--- config.mk ---
export PLATFORM = sky130hd
export DESIGN_NAME = ifu_pc
export DESIGN_NICKNAME = d
export VERILOG_FILES = /design/src/rtl/ifu_pc.sv
export SDC_FILE = /design/constraint.sdc
export NUM_CORES = 1
export LEC_CHECK = 0
export CORE_UTILIZATION = 25
export CTS_CLUSTER_SIZE = 12
export DETAILED_ROUTE_END_ITERATION = 8
export PLACE_DENSITY = 0.51
export SETUP_SLACK_MARGIN = 0.02
export SLEW_MARGIN = 10
export SYNTH_ARGS = -nofsm -noshare
export SYNTH_HDL_FRONTEND = slang
export SYNTH_SLANG_ARGS = --single-unit
--- constraint.sdc ---
create_clock -name clk -period 6.95 [get_ports clk]
set_clock_uncertainty 0.2 [all_clocks]
set_input_delay 1.39 -clock clk [delete_from_list [all_inputs] [get_ports clk]]
set_output_delay 1.39 -clock clk [all_outputs]
set_load 0.05 [all_outputs]
--- src/rtl/ifu_pc.sv ---
// ifu_pc: program-counter stage feeding instruction memory in the single-cycle MIPS datapath.
// It holds the PC, selects the next PC (sequential, branch, jump or jump-register),
// and halts fetch on a sticky fault when a target is misaligned or out of range.
// Optional macro IFU_INSTR_COUNT_EN adds a counter of PC advances.
// Ports:
//   clk, reset (async, active-high)
//   stall      hold the PC this cycle
//   npc_op     next-PC select: 0 seq, 1 branch, 2 jump, 3 jump register, 4-7 seq
//   cmp_true   branch condition
//   imm16      signed branch offset in words
//   imm26      jump target field
//   rs_data    jump-register target
//   pc         current PC, drives the instruction-memory address
//   pc_plus8   link value
//   fault      sticky illegal-target flag
//   fault_pc   target that caused the fault
//   instr_cnt  count of PC loads; 0 when the counter is not built
module ifu_pc #(
    parameter logic [31:0] INIT_ADDR = 32'h0000_3000,
    parameter int          IM_WORDS  = 4096
) (
    input  logic        clk,
    input  logic        reset,
    input  logic        stall,
    input  logic [2:0]  npc_op,
    input  logic        cmp_true,
    input  logic [15:0] imm16,
    input  logic [25:0] imm26,
    input  logic [31:0] rs_data,
    output logic [31:0] pc,
    output logic [31:0] pc_plus8,
    output logic        fault,
    output logic [31:0] fault_pc,
    output logic [31:0] instr_cnt
);

    // Upper bound is one past the last word; 33 bits keep it from wrapping
    // when the memory window sits at the top of the address space.
    localparam logic [32:0] LO_BOUND = {1'b0, INIT_ADDR};
    localparam logic [32:0] HI_BOUND = LO_BOUND + (33'(IM_WORDS) << 2);

    logic [31:0] seq;
    logic [31:0] br;
    logic [31:0] jmp;
    logic [31:0] target;
    logic        legal;
    logic        load;

    assign seq      = pc + 32'd4;
    assign br       = seq + {{14{imm16[15]}}, imm16, 2'b00};
    assign jmp      = {seq[31:28], imm26, 2'b00};
    assign pc_plus8 = pc + 32'd8;

    always_comb begin
        target = seq;
        case (npc_op)
            3'd1:    target = cmp_true ? br : seq;
            3'd2:    target = jmp;
            3'd3:    target = rs_data;
            default: target = seq;
        endcase
    end

    assign legal = (target[1:0] == 2'b00)
                 && ({1'b0, target} >= LO_BOUND)
                 && ({1'b0, target} < HI_BOUND);

    // A PC load happens only on a normal, legal update.
    assign load = !fault && !stall && legal;

    always_ff @(posedge clk or posedge reset) begin
        if (reset) begin
            pc       <= INIT_ADDR;
            fault    <= 1'b0;
            fault_pc <= 32'h0;
        end else if (!fault && !stall) begin
            if (legal) begin
                pc <= target;
            end else begin
                fault    <= 1'b1;
                fault_pc <= target;
            end
        end
    end

`ifdef IFU_INSTR_COUNT_EN
    logic [31:0] cnt;

    always_ff @(posedge clk or posedge reset) begin
        if (reset) begin
            cnt <= 32'h0;
        end else if (load) begin
            cnt <= cnt + 32'd1;
        end
    end

    assign instr_cnt = cnt;
`else
    assign instr_cnt = 32'h0;
`endif

endmodule
# [Word level (Yosys, flattened, before mapping)]
# Cells that the tools add are included.
[totals] register_bits=65 output_inout_bits=129
[op_classes] n_addsub=3 magnitude_cmp=2 n_eq_ne=3 muxes=2 bitwise=1 n_reduce_logical=8
[op_table] operator="one-hot mux 32 bit (3 select lines)" n=1
[op_table] operator="adder 32 x 3 -> 32 bit (second input constant)" n=1
[op_table] operator="adder 32 bit" n=1
[op_table] operator="adder 32 x 4 -> 32 bit (second input constant)" n=1
[op_table] operator="greater-or-equal comparator 32 x 14 -> 1 bit (second input constant)" n=1
[op_table] operator="< comparator 32 x 15 -> 1 bit (second input constant)" n=1
[op_table] operator="2-to-1 mux 32 bit" n=1
[op_table] operator="equality test 3 x 2 -> 1 bit (second input constant)" n=2
[op_table] operator="AND reduction 2 bit" n=2
[op_table] operator="equality test 3 x 1 -> 1 bit (second input constant)" n=1
[op_table] operator="logical AND 1 bit" n=3
[op_table] operator="zero test 1 bit" n=2
[op_table] operator="zero test 2 bit" n=1
[op_table] operator="NOT 1 bit" n=1

# [Depth between registers and ports, before layout]
# Gate-level depths: netlist of the first run.
[logic_depth] ltp_word=9 depth_mapped=19 mapped_depth_nobuf=17

# [Least setup slack after synthesis of the first run]
# Ideal clock, no wire load.
[synth_path] kind="reg2reg" startpoint="register pc[4]" endpoint="register pc[4]" setup_time_ps=128 t_arrival_ps=5328 required_time_ps=6622 path_slack_ps=1295 path_stages_with_launch=20 path_buffers=3 synth_period_minus_slack_ps=5655 path_cell_list="dfrtp_1 -> ha_1 -> nand4_1 -> or4_1 -> buf_2 -> o31a_1 -> or2_2 -> ha_1 -> clkbuf_1 -> nand2_1 -> o21ai_0 -> a21o_1 -> or3_1 -> a21oi_1 -> nor3_1 -> or4_4 -> nor4b_4 -> nand4_2 -> buf_4 -> mux2_1"
[synth_via] elab_chain_cells=8 word_cells_on_any_way=9 cone_classes="2 x add/sub; 2 x order compare; 2 x mux; 3 x reduce/logical"
[synth_rtl] element="start, declared" line_no="30" source="output logic [31:0] pc,"
[synth_rtl] element="start signal, assigned" line_no="78" source="pc <= target;"
[synth_rtl] element="adder 32 x 3 -> 32 bit (*)" line_no="49" source="assign seq = pc + 32'd4;"
[synth_rtl] element="adder 32 bit" line_no="50" source="assign br = seq + {{14{imm16[15]}}, imm16, 2'b00};"
[synth_rtl] element="2-to-1 mux 32 bit" line_no="57" source="3'd1: target = cmp_true ? br : seq;"
[synth_rtl] element="one-hot mux 32 bit (3 select lines) (*)" line_no="56" source="case (npc_op)"
[synth_rtl] element="greater-or-equal comparator 32 x 14 -> 1 bit" line_no="65" source="&& ({1'b0, target} >= LO_BOUND)"
[synth_rtl] element="logical AND 1 bit" line_no="65"
[synth_rtl] element="logical AND 1 bit" line_no="66" source="&& ({1'b0, target} < HI_BOUND);"
[synth_rtl] element="AND reduction 2 bit (no source line)"
# Every way passes the cells marked *; elsewhere a longest branch is shown, timed or not.
# A chain may end at the register's enable or synchronous reset.

# [Final worst setup path of the first run]
[layout_path] startpoint="register pc[4]" endpoint="register fault_pc[2]"
[layout_via] elab_chain_cells=9 word_cells_on_any_way=10 cone_classes="2 x add/sub; 2 x order compare; 2 x mux; 1 x bitwise; 3 x reduce/logical"
[layout_rtl] element="adder 32 x 3 -> 32 bit (*)" line_no="49"
[layout_rtl] element="adder 32 bit" line_no="50"
[layout_rtl] element="2-to-1 mux 32 bit" line_no="57"
[layout_rtl] element="one-hot mux 32 bit (3 select lines) (*)" line_no="56"
[layout_rtl] element="greater-or-equal comparator 32 x 14 -> 1 bit" line_no="65"
[layout_rtl] element="logical AND 1 bit" line_no="65"
[layout_rtl] element="logical AND 1 bit (*)" line_no="66"
[layout_rtl] element="NOT 1 bit (no source line) (*)"
[layout_rtl] element="AND reduction 2 bit (no source line) (*)"
[layout_rtl] element="end signal, assigned" line_no="81" source="fault_pc <= target;"
[layout_rtl] element="end, declared" line_no="33" source="output logic [31:0] fault_pc,"
# Marked as above.

==> reports/metrics.yaml, run 1 <==
status: "complete, no violations"
hold_buffers: 0
wl_met3_mm: 1.49
syn_to_final_growth_pct: 32.8
core_um2: 27900
multi_input_comb_area_um2: 5060
synth-edff-count: 0
slew_violations: 0
cts_buffers: 9
root_buffer: "clkbuf_16"
tightest_slew_ps: 1070
switching_share_pct: 34.8
drtAntennaViolNets: 0
post-cts-setup-buffer-count: 0
cp.required_ps: 6960
p_sw_mw: 0.439
yosysWarnings: 0
cts.sinks: 65
routedWlPerCell_um: 20.2
wl_mm: 29.0
cts_tree: "yes"
final_common_cell: "clkdlybuf4s50_1"
syn_area_um2: 7150
diodes: 0
power_frac_comb_pct: 30.5
critPathSlowestCell: "a2111oi_0"
clockBufferDepth: 2
cts-htree-levels: 3
groute.usage.overall_pct: 19.9
rsz0062_at_grt: "false"
start_util_pct: 25.6
cp-start-kind: "flip-flop"
drt-initial-drc-count: 540
p_leak_nw: 4.00
ir_drop_uv: 124
max_stage_delay_ps: 990
relSlewSlack_pct: 27.1
syn_inst: 909
setup_tns_ps: 0
critPathTopFamily: "simple AND/OR/NAND/NOR gates"
seq_area_frac_synth_pct: 22.8
clk_pin_slew_ps: 60
ys_types: 79
final_area_um2: 9500
synth-seq-cells: 65
n_fill_cell: 2962
drive_gt1_share_pct: 6.52
arrival_ps: 6440
crit_path_end_kind: "flip-flop"
numPortBuffers: 177
worst-path-stages: 18
first_pass_iters: 5
pwr-share-clk_pct: 36.8
dp_hpwl_mm: 23.6
hold_path.class: "flip-flop to flip-flop"
grt_pass1_vias: 7197
mostFrequentLayoutCells: "176 x clkdlybuf4s50_1, 86 x nand2_1, 74 x nor2_1"
syn_area_per_cell_um2: 7.87
hold_depth: 1
async_flop_share_pct: 100
gp_congestion: 0.932
pin_count: 210
fin_crit_ps: 6430
reg2reg_depth: 18
timing.fmax_mhz: 155
gr-total-overflow: 0
setup_violations: 0
worst_skew_pair.late_latency_ps: 330
rows: 61
drv_cap: 0
drc: 0
p_int_mw: 0.822
die_area_um2: 29300
placed_area_um2: 9190
crit_buf_inv: 2
fin_nets: 1168
routed.top_layer: "met4"
critPathKind: "flip-flop to flip-flop"
seqCellArea_um2: 1630
via_per_inst: 5.13
hold_viol: 0
fin_crit_sh_pct: 92.6
crit_chain: "ha_1 -> buf_4 -> nand2_1 -> nor2_1 -> and3_1 -> nand2_1 -> xnor2_1 -> ha_1 -> nand4_1 -> a2111oi_0 -> o311ai_0 -> o211ai_1 -> nand3b_1 -> or4_4 -> nor4b_4 -> a31oi_4 -> buf_12 -> mux2_1"
wl_met2_mm: 13.3
powerDensity_nw_per_um2: 133
grt_pass1_wl_mm: 43.6
grt_max_degree: 66
antenna_found_initial: 0
die_x_um: 171
vias: 7362
wl_met1_mm: 13.4
pwr-share-seq_pct: 32.7
cts_resized: 0
critPathMaxFanout: 20
die_h_um: 171
ys.flop_type: "dfrtp_1"
power groups by stage:
stage,clock [mW],sequential [mW],combinational (mW)
after detailed placement,0,0.419,0.382
after global placement,0,0.420,0.381
after floorplan,0,0.479,0.182
after CTS,0.473,0.413,0.384
after global routing,0.487,0.414,0.410
final,0.465,0.412,0.385
path summary, 6_finish.rpt:
| path | from | slack, ps | to |
|---|---|---|---|
| min reg2reg | fault_pc[8] | 290 | fault_pc[8] |
| min in group asynchronous | reset | 1430 | fault_pc[20] |
| max | pc[4] | 520 | fault_pc[2] |
| max reg2reg | pc[4] | 520 | fault_pc[2] |
| min | fault_pc[8] | 290 | fault_pc[8] |
| max in group asynchronous | reset | 4530 | fault_pc[6] |
worst register-to-register path, cell delays in order, from the launching register on:
cell,delay (ps)
dfrtp_1,480
ha_1,240
buf_4,150
nand2_1,100
nor2_1,210
and3_1,270
nand2_1,90
xnor2_1,360
ha_1,380
nand4_1,280
a2111oi_0,990
o311ai_0,260
o211ai_1,260
nand3b_1,160
or4_4,580
nor4b_4,450
a31oi_4,260
buf_12,240
mux2_1,340
cells by family after synthesis:
group	count (synthesis)	share of synthesized area, %
xor gates and xnor gates	65	7.96
adders and majority gates	34	6.06
DFF	65	22.8
muxes	63	9.56
and+or+nand+nor	337	24.3
AOI/OAI and AO/OA	227	21.0
buffers and inverters	117	8.28
other	1	0.0525
synth_stat cells, types with 10 or more instances:
library cell / n / area share, %
a211oi_1: 10 / 1.1
a21o_1: 10 / 1.1
a21oi_1: 67 / 4.7
and2_1: 27 / 2.4
buf_2: 14 / 0.98
buf_4: 36 / 3.8
clkbuf_1: 40 / 2.1
dfrtp_1: 63 / 22
ha_1: 33 / 5.8
inv_1: 18 / 0.94
mux2_1: 36 / 5.7
mux2i_1: 21 / 2.9
nand2_1: 86 / 4.5
nand3_1: 25 / 1.8
nand4_1: 28 / 2.5
nor2_1: 74 / 3.9
nor3_1: 21 / 1.5
o21ai_0: 38 / 2.7
o221ai_1: 13 / 1.6
xnor2_1: 35 / 4.3
xor2_1: 30 / 3.7
cell type report:
class                      count  area share, %
clock buffer                  10           2.52
clock inverter                 6          0.712
inverter                      18          0.712
multi-input combinational    758           53.3
sequential                    65           17.2
tap                          378           4.98
timing repair buffer         201           20.6
state kept, by name (all words and copies together) (netlist names):
register / flops
fault_pc: 32
pc: 32
fault: 1
through the flow:
stage               std cells  hold slack, ps  util [%]  worst slack [ps]  total power [mW]
finish                   1436             288      34.0               516              1.26
floorplan                 940             550         -              1290             0.661
global placement         1420             271      32.9               468             0.801
CTS                      1436             292      34.0               541              1.27
detailed placement       1420             279      32.9               478             0.801
global route             1436             324      34.0               207              1.31
per-layer routing:
layer  track usage [%]  vias up
li1                  -     3546
met1              27.0     3496
met2              31.9      280
met3              2.41       40
met4              7.53        0
met5                 0        -
Power figures use the tool's default switching activity.
==> inputs of run 2 (changes only) <==
==> constraint.sdc (replaced) <==
create_clock -name clk -period 6.95 [get_ports clk]
set_clock_uncertainty 0.2 [all_clocks]
set_input_delay 1.39 -clock clk [delete_from_list [all_inputs] [get_ports clk]]
set_output_delay 1.39 -clock clk [all_outputs]
set_load 0.1 [all_outputs]
==> results of run 2 <==
The final DEF is identical to that of run 1. Status: complete, no violations.
Main changes from that run: total power 1.26 mW -> 1.37 mW
